--- config.mk ---
export PLATFORM = sky130hd
export DESIGN_NAME = seq_divider
export DESIGN_NICKNAME = d
export VERILOG_FILES = /design/src/rtl/div_defs_pkg.sv /design/src/rtl/div_step.sv /design/src/rtl/seq_divider.sv
export SDC_FILE = /design/constraint.sdc
export NUM_CORES = 1
export LEC_CHECK = 0
export BUFFER_PORTS_ARGS = -buffer_cell sky130_fd_sc_hd__buf_2
export CAP_MARGIN = 20
export CORE_ASPECT_RATIO = 1.5
export CORE_MARGIN = 10
export CORE_UTILIZATION = 46
export DETAILED_ROUTE_END_ITERATION = 10
export PLACE_DENSITY = 0.73
export SLEW_MARGIN = 20
export SYNTH_ARGS = -nofsm -noshare
export SYNTH_HDL_FRONTEND = slang
export SYNTH_HIERARCHICAL = 1
export SYNTH_SLANG_ARGS = --single-unit
--- constraint.sdc ---
create_clock -name clk -period 2.2 [get_ports clk]
set_input_delay 0 -clock clk [delete_from_list [all_inputs] [get_ports clk]]
set_output_delay 0 -clock clk [all_outputs]
set_load 0.005 [all_outputs]
--- src/rtl/div_defs_pkg.sv ---
// Shared definitions for the sequential divider and the multiplier test top:
// FSM state encodings and default operand widths.
package div_defs;

  localparam int N_DEF = 4;
  localparam int M_DEF = 2;

  localparam logic [1:0] IDLE = 2'd0;
  localparam logic [1:0] RUN  = 2'd1;
  localparam logic [1:0] DONE = 2'd2;

  typedef enum logic [1:0] {
    ST_IDLE = IDLE,
    ST_RUN  = RUN,
    ST_DONE = DONE
  } div_state_t;

endpackage

--- src/rtl/div_step.sv ---
// One restoring-division step: compare the shifted partial remainder against
// the divisor and subtract when it fits.
module div_step #(
  parameter int M = 2
) (
  input  logic [M:0]   r_shift,
  input  logic [M-1:0] divisor,
  output logic [M-1:0] r_next,
  output logic         q_bit
);

  // Either branch is below the divisor, so the result always fits in M bits.
  assign q_bit  = (r_shift >= {1'b0, divisor});
  assign r_next = q_bit ? M'(r_shift - {1'b0, divisor}) : r_shift[M-1:0];

endmodule

--- src/rtl/seq_divider.sv ---
// Multi-cycle unsigned restoring divider, one quotient bit per clock,
// start/done handshake.
//
//   state   | meaning
//   --------+------------------------------------------------------------
//   ST_IDLE | waiting for start; results from the last operation held
//   ST_RUN  | one compare-subtract step per clock, counter counts N..1
//   ST_DONE | done pulse cycle; start accepted here for back-to-back use
module seq_divider
  import div_defs::*;
#(
  parameter int N = N_DEF,
  parameter int M = M_DEF
) (
  input  logic         clk,
  input  logic         rst,
  input  logic         start,
  input  logic [N-1:0] dividend,
  input  logic [M-1:0] divisor,
  output logic         ready,
  output logic         busy,
  output logic         done,
  output logic [N-1:0] quotient,
  output logic [M-1:0] remainder,
  output logic         div_by_zero
);

  localparam int CW = $clog2(N + 1);

  div_state_t   state;
  logic [N-1:0] dvd_sh;
  logic [N-1:0] quo_sh;
  logic [M-1:0] dvs;
  // Partial remainder is always below the divisor between steps, so only the
  // shifted value R' needs the extra bit.
  logic [M-1:0] r;
  logic [CW-1:0] cnt;

  logic [M:0]   r_shift;
  logic [M-1:0] r_next;
  logic         q_bit;
  logic [N-1:0] q_next;

  assign r_shift = {r, dvd_sh[N-1]};
  assign q_next  = {quo_sh[N-2:0], q_bit};

  div_step #(.M(M)) u_step (
    .r_shift (r_shift),
    .divisor (dvs),
    .r_next  (r_next),
    .q_bit   (q_bit)
  );

  always_ff @(posedge clk or posedge rst) begin
    if (rst) begin
      state       <= ST_IDLE;
      ready       <= 1'b1;
      busy        <= 1'b0;
      done        <= 1'b0;
      quotient    <= '0;
      remainder   <= '0;
      div_by_zero <= 1'b0;
      dvd_sh      <= '0;
      quo_sh      <= '0;
      dvs         <= '0;
      r           <= '0;
      cnt         <= '0;
    end else begin
      done <= 1'b0;
      case (state)
        ST_IDLE, ST_DONE: begin
          if (start) begin
            dvd_sh      <= dividend;
            dvs         <= divisor;
            quo_sh      <= '0;
            r           <= '0;
            cnt         <= CW'(N);
            div_by_zero <= 1'b0;
            if (divisor == '0) begin
              state       <= ST_DONE;
              ready       <= 1'b1;
              busy        <= 1'b0;
              done        <= 1'b1;
              quotient    <= '1;
              remainder   <= '0;
              div_by_zero <= 1'b1;
            end else begin
              state <= ST_RUN;
              ready <= 1'b0;
              busy  <= 1'b1;
            end
          end else begin
            state <= ST_IDLE;
            ready <= 1'b1;
            busy  <= 1'b0;
          end
        end
        ST_RUN: begin
          dvd_sh <= {dvd_sh[N-2:0], 1'b0};
          r      <= r_next;
          quo_sh <= q_next;
          cnt    <= cnt - CW'(1);
          if (cnt == CW'(1)) begin
            state     <= ST_DONE;
            ready     <= 1'b1;
            busy      <= 1'b0;
            done      <= 1'b1;
            quotient  <= q_next;
            remainder <= r_next;
          end
        end
        default: begin
          state <= ST_IDLE;
          ready <= 1'b1;
          busy  <= 1'b0;
        end
      endcase
    end
  end

endmodule

Yosys cells after proc, flatten, opt, wreduce, memory -nomap -nowiden

Index checks and enable logic that the tools add are counted.

$add $sub $neg: 2
$lt $le $gt $ge: 1
Equality and inequality tests: 6
Mux-type cells: 32
Reduce and logical (&&, ||, !) cells: 7

Operators by type and width:

| operator              | number |
|---|---|
| $mux W2               | 8 |
| $mux W4               | 4 |
| $pmux W4 S2           | 2 |
| $pmux W2 S2           | 3 |
| $pmux W3 S2           | 2 |
| $mux W1               | 8 |
| $mux W3               | 2 |
| $ne A2 B2 Y1 const B  | 3 |
| $pmux W1 S2           | 3 |
| $logic_not A2 Y1      | 2 |
| $reduce_and A2 Y1     | 2 |
| $reduce_and A4 Y1     | 1 |
| $eq A3 B1 Y1 const B  | 1 |
| $ge A3 B2 Y1          | 1 |
| $sub A3 B1 Y3 const B | 1 |
| $eq A2 B1 Y1 const B  | 1 |
| $eq A2 B2 Y1 const B  | 1 |
| $reduce_bool A2 Y1    | 1 |
| $reduce_or A2 Y1      | 1 |
| $sub A2 B2 Y2         | 1 |

Bits in registers: 26
Bits of input ports: 9
Output and inout bits: 10
Word-level logic and storage cells: 60

Depth between registers and ports, before layout

Depth after elaboration: 4
Mapped depth: 6
Gate-level depth less buffers: 6

Modules after synthesis

Netlist, hierarchy kept.

Modules (own cells, without submodules):

| module      | instances | cells each | area an instance (µm²) | seq. area each (µm²) |
|---|---|---|---|---|
| seq_divider | 1         | 89         | 1089.8                 | 651.9 |
| div_step    | 1         | 13         | 98.8                   | 0.0 |

Worst setup path before layout

OpenSTA, ideal clock, no wires.

Path type: register to register
Start point: register r[0]
End point: register remainder[1]
Library setup time: 0.125 ns
Data arrival time: 1.542 ns
Required time: 2.075 ns
Slack: 0.533 ns
Stages on the path, launching flop included: 6
Path buffers: 0
Period minus slack after synthesis: 1.667 ns
Path through: dfrtp_1 -> ha_1 -> a2111oi_0 -> a211oi_1 -> and2_1 -> mux2_4

Word-level cells in the longest chain between the ends: 4
Elaborated cells on any way between the ends: 5
Classes of those cells: add/sub: 1; order compare: 1; mux: 3

RTL lines:

| element                                              | RTL line                       | source |
|---|---|---|
| start: declaration                                   | seq_divider.sv:36              | `logic [M-1:0] r;` |
| start signal: assignment                             | seq_divider.sv:100             | `r <= r_next;` |
| $ge A3 B2 Y1 / $sub A2 B2 Y2 (equally long branches) | div_step.sv:13, div_step.sv:14 |  |
| $mux W2 (*)                                          | div_step.sv:14                 | `assign r_next = q_bit ? M'(r_shift - {1'b0, divisor}) : r_shift[M-1:0];` |
| net r_next[1]                                        | seq_divider.sv:40              | `logic [M-1:0] r_next;` |
| $mux W2 (*)                                          | seq_divider.sv:103             | `if (cnt == CW'(1)) begin` |
| $pmux W2 S2 (*)                                      | seq_divider.sv:70              | `case (state)` |
| end signal: assignment                               | seq_divider.sv:109             | `remainder <= r_next;` |
| end: declaration                                     | seq_divider.sv:24              | `output logic [M-1:0] remainder,` |

The timed path passes the listed nets; every way through them passes the cells marked *. The select of a mux whose other input is x is not followed.
A chain may end at the register's enable or synchronous reset.

Worst setup path in the final report

Same ends and word-level chain as after synthesis.

==> impl_results.md <==
- Status: complete, no violations
- Die Y: 82.26 um
- Drt first pass iters: 4
- Minimum clock period: between 1500 and 2000 ps
- First-pass GRT wire length: 4250 um
- Hold Vio Cnt, Final: 0
- Yosys warns: 6
- Crit path required time: 2440 ps
- Layout cells sized above 1: 24.03%
- Largest stage delay, worst path: ~430 ps
- CTS root buffer: clkbuf_4
- Effective utilization at floorplan: 48.52%
- Register area share after synthesis: between 50% and 60%
- ANT nets after route: 0
- Worst setup SP type: flop
- Met3 Usage GRT: under 10%
- Residual DRC: 0
- CP max-delay cell: dfrtp_1
- Worst-margin pin slew: around 900 ps
- Hold WC Path Type: input port to flop
- Row cnt: 22
- Pwr Density: around 1500 nW/um2
- Arrival @ worst endpoint: 2030 ps
- Met1 usage: between 10% and 20%
- H-tree depth: 1
- IO Pins: 19
- Vias in the first global route: about 900
- Layout fillers: 210
- Fmax achieved: ~560 MHz
- Post-synth EDFFs: 0
- RD Place Congestion: 0.8509
- Worst VDD drop: roughly 0.89 mV
- Fin Setup TNS: 0 ps
- Post-Route WL: ~2400 um
- CTS max path bufs: 2
- Slew HR: 39.40%
- GRT Max-Usage Layer: met2
- Skew final: 10.28 ps
- Cts bufs inserted: 3
- CP Class: flop to flop
- Synth Register Bits: 26
- Synthesized instance count: just over 100
- Largest net degree at the start of global routing: 27
- Post-CTS sizing: 0
- Die Area: slightly above 5000 um2
- PortBufs: 18
- Crit-path cells: ha_1 > a2111oi_0 > a211oi_1 > and2_1 > mux2_4
- CP max FO: 5
- Die X: around 62 um
- ANT cells: 0
- RSZ-0062 raised after global routing: no
- Number of max-cap violations: 0
- Fin crit share: 81.05%
- Dominant synthesized flop cell: dfrtp_1
- Synth Area per Inst: between 10 and 15 um2
- Core outline area: roughly 2400 um2
- Via count: 854
- Fin. max-slew vios: 0
- Drt initial violations: 26
- Worst Setup End Kind: flop
- Area grow syn2layout: 19.05%
- M2 GR Usage: approximately 18%
- Commonest non-fill, non-tap cell in the layout: dfrtp_1
- Sinks on Clock Net: 26
- Total grt overflow: 0
- Skew-Pair Late Insertion Delay: 330 ps
- Worst-path clk slew: around 150 ps
- Post-DP HPWL: ~1800 um
- GR Util All Layers: between 10% and 20%
- P_leak: 0.6770 nW
- Initial antenna violation count: 0
- TritonCTS clock tree: built
- # Post-CTS Setup Buffers: 0
- Nets: 143
- Synth unique cells: 38
- Post-synth ARST share: 100.0%
- Syn Nets: about 120
- Hold Worst Slack: between 30 and 40 ps
- Commonest non-fill, non-tap cells in the layout: dfrtp_1, buf_2, nand2_1
- Setup-failing EPs final: 0
- Cell area after synthesis: 1189 um2
- Drt wl/cell: ~15 um
- Vias/cell: around 5.6
critical path, delay by kind of cell (launching register included):
family / cells / cell delay (ps)
flops: 1 / 430
simple gates: 1 / 160
compound gates: 2 / 510
fa+ha+maj: 1 / 340
mux: 1 / 250
final cells by class:
class                           instances  area (um2)  area share, %
Clock buffer                            3       22.52          1.592
Clock inverter                          1       30.03          2.122
Timing Repair Buffer                   26       167.7          11.85
Sequential cell                        26       651.9          46.07
Tap cell                               24       30.03          2.122
Inverter                                7       26.28          1.857
Multi-Input combinational cell         66       486.7          34.39
worst paths after layout:
| check | from | endpoint | slack, ps | cells past startpoint |
|---|---|---|---|---|
| setup / recovery | r[0] | remainder[1] | 420 | 5 |
| hold / removal | start | dvd_sh[2] | 30 | 3 |
| setup reg to reg | r[0] | remainder[1] | 420 | 5 |
| hold reg to reg | div_by_zero | div_by_zero | 490 | 2 |
| max in group asynchronous | rst | div_by_zero | 1510 | 3 |
| min in group asynchronous | rst | busy | 260 | 3 |
routing by layer:
layer | vias to the layer above | wire [um]
met5 | - | 0
met4 | 0 | 38
met3 | 4 | 81
met2 | 15 | 1184
met1 | 419 | 1055
li1 | 416 | -
registers in the layout, indices dropped and copies added (netlist names):
name         flops
r                2
done             1
ready            1
cnt              3
state            2
div_by_zero      1
dvd_sh           4
quo_sh           3
quotient         4
busy             1
remainder        2
dvs              2
cell usage after synthesis (all sizes together), types with 2 or more instances:
master	instances	area [um2]
a211oi	2	15.01
o22ai	2	12.51
nand2b	2	12.51
nand2	11	57.56
nor2b	5	31.28
o21ai	4	20.02
nor3	3	15.01
dfrtp	25	625.6
and2	2	12.51
a21o	3	23.77
nor2	3	13.77
o22a	4	36.29
buf	2	16.26
inv	7	26.28
mux2	2	30.03
a21oi	2	10.01
ha	4	50.05
a22o	4	35.03
through the flow:
stage	worst slack (ps)	cell area, um2	instances	utilization (%)	power, mW
floorplan	533.1	1189	102	-	1.508
global placement	478.4	1292	142	52.76	1.703
detailed placement	437.1	1292	142	52.76	1.753
CTS	415.2	1415	153	57.76	2.091
global route	259.9	1415	153	57.76	2.261
finish	416.9	1415	153	57.76	2.079
power breakdown:
group / leakage [nW] / switching, mW / internal, mW
clock network: 0.0279 / 0.151 / 0.184
registers: 0.311 / 0.150 / 0.693
logic: 0.338 / 0.439 / 0.460
total: 0.677 / 0.741 / 1.34
what timing repair did:
item,CTS,global route
hold buffers,7,0
endpoints found under the setup margin,0,0
hold endpoints to repair,31,0
kinds of logic after synthesis:
kind of cell	count (synthesis)	share of synthesized area (%)
and+or+nand+nor	32	16.32
AOI/OAI and AO/OA	26	16.32
muxes	3	3.369
adders and majority gates	4	4.211
xor gates and xnor gates	1	0.7370
DFF	26	54.84
buffers and inverters	10	4.211
No activity file was read; power rests on OpenSTA's default activity.
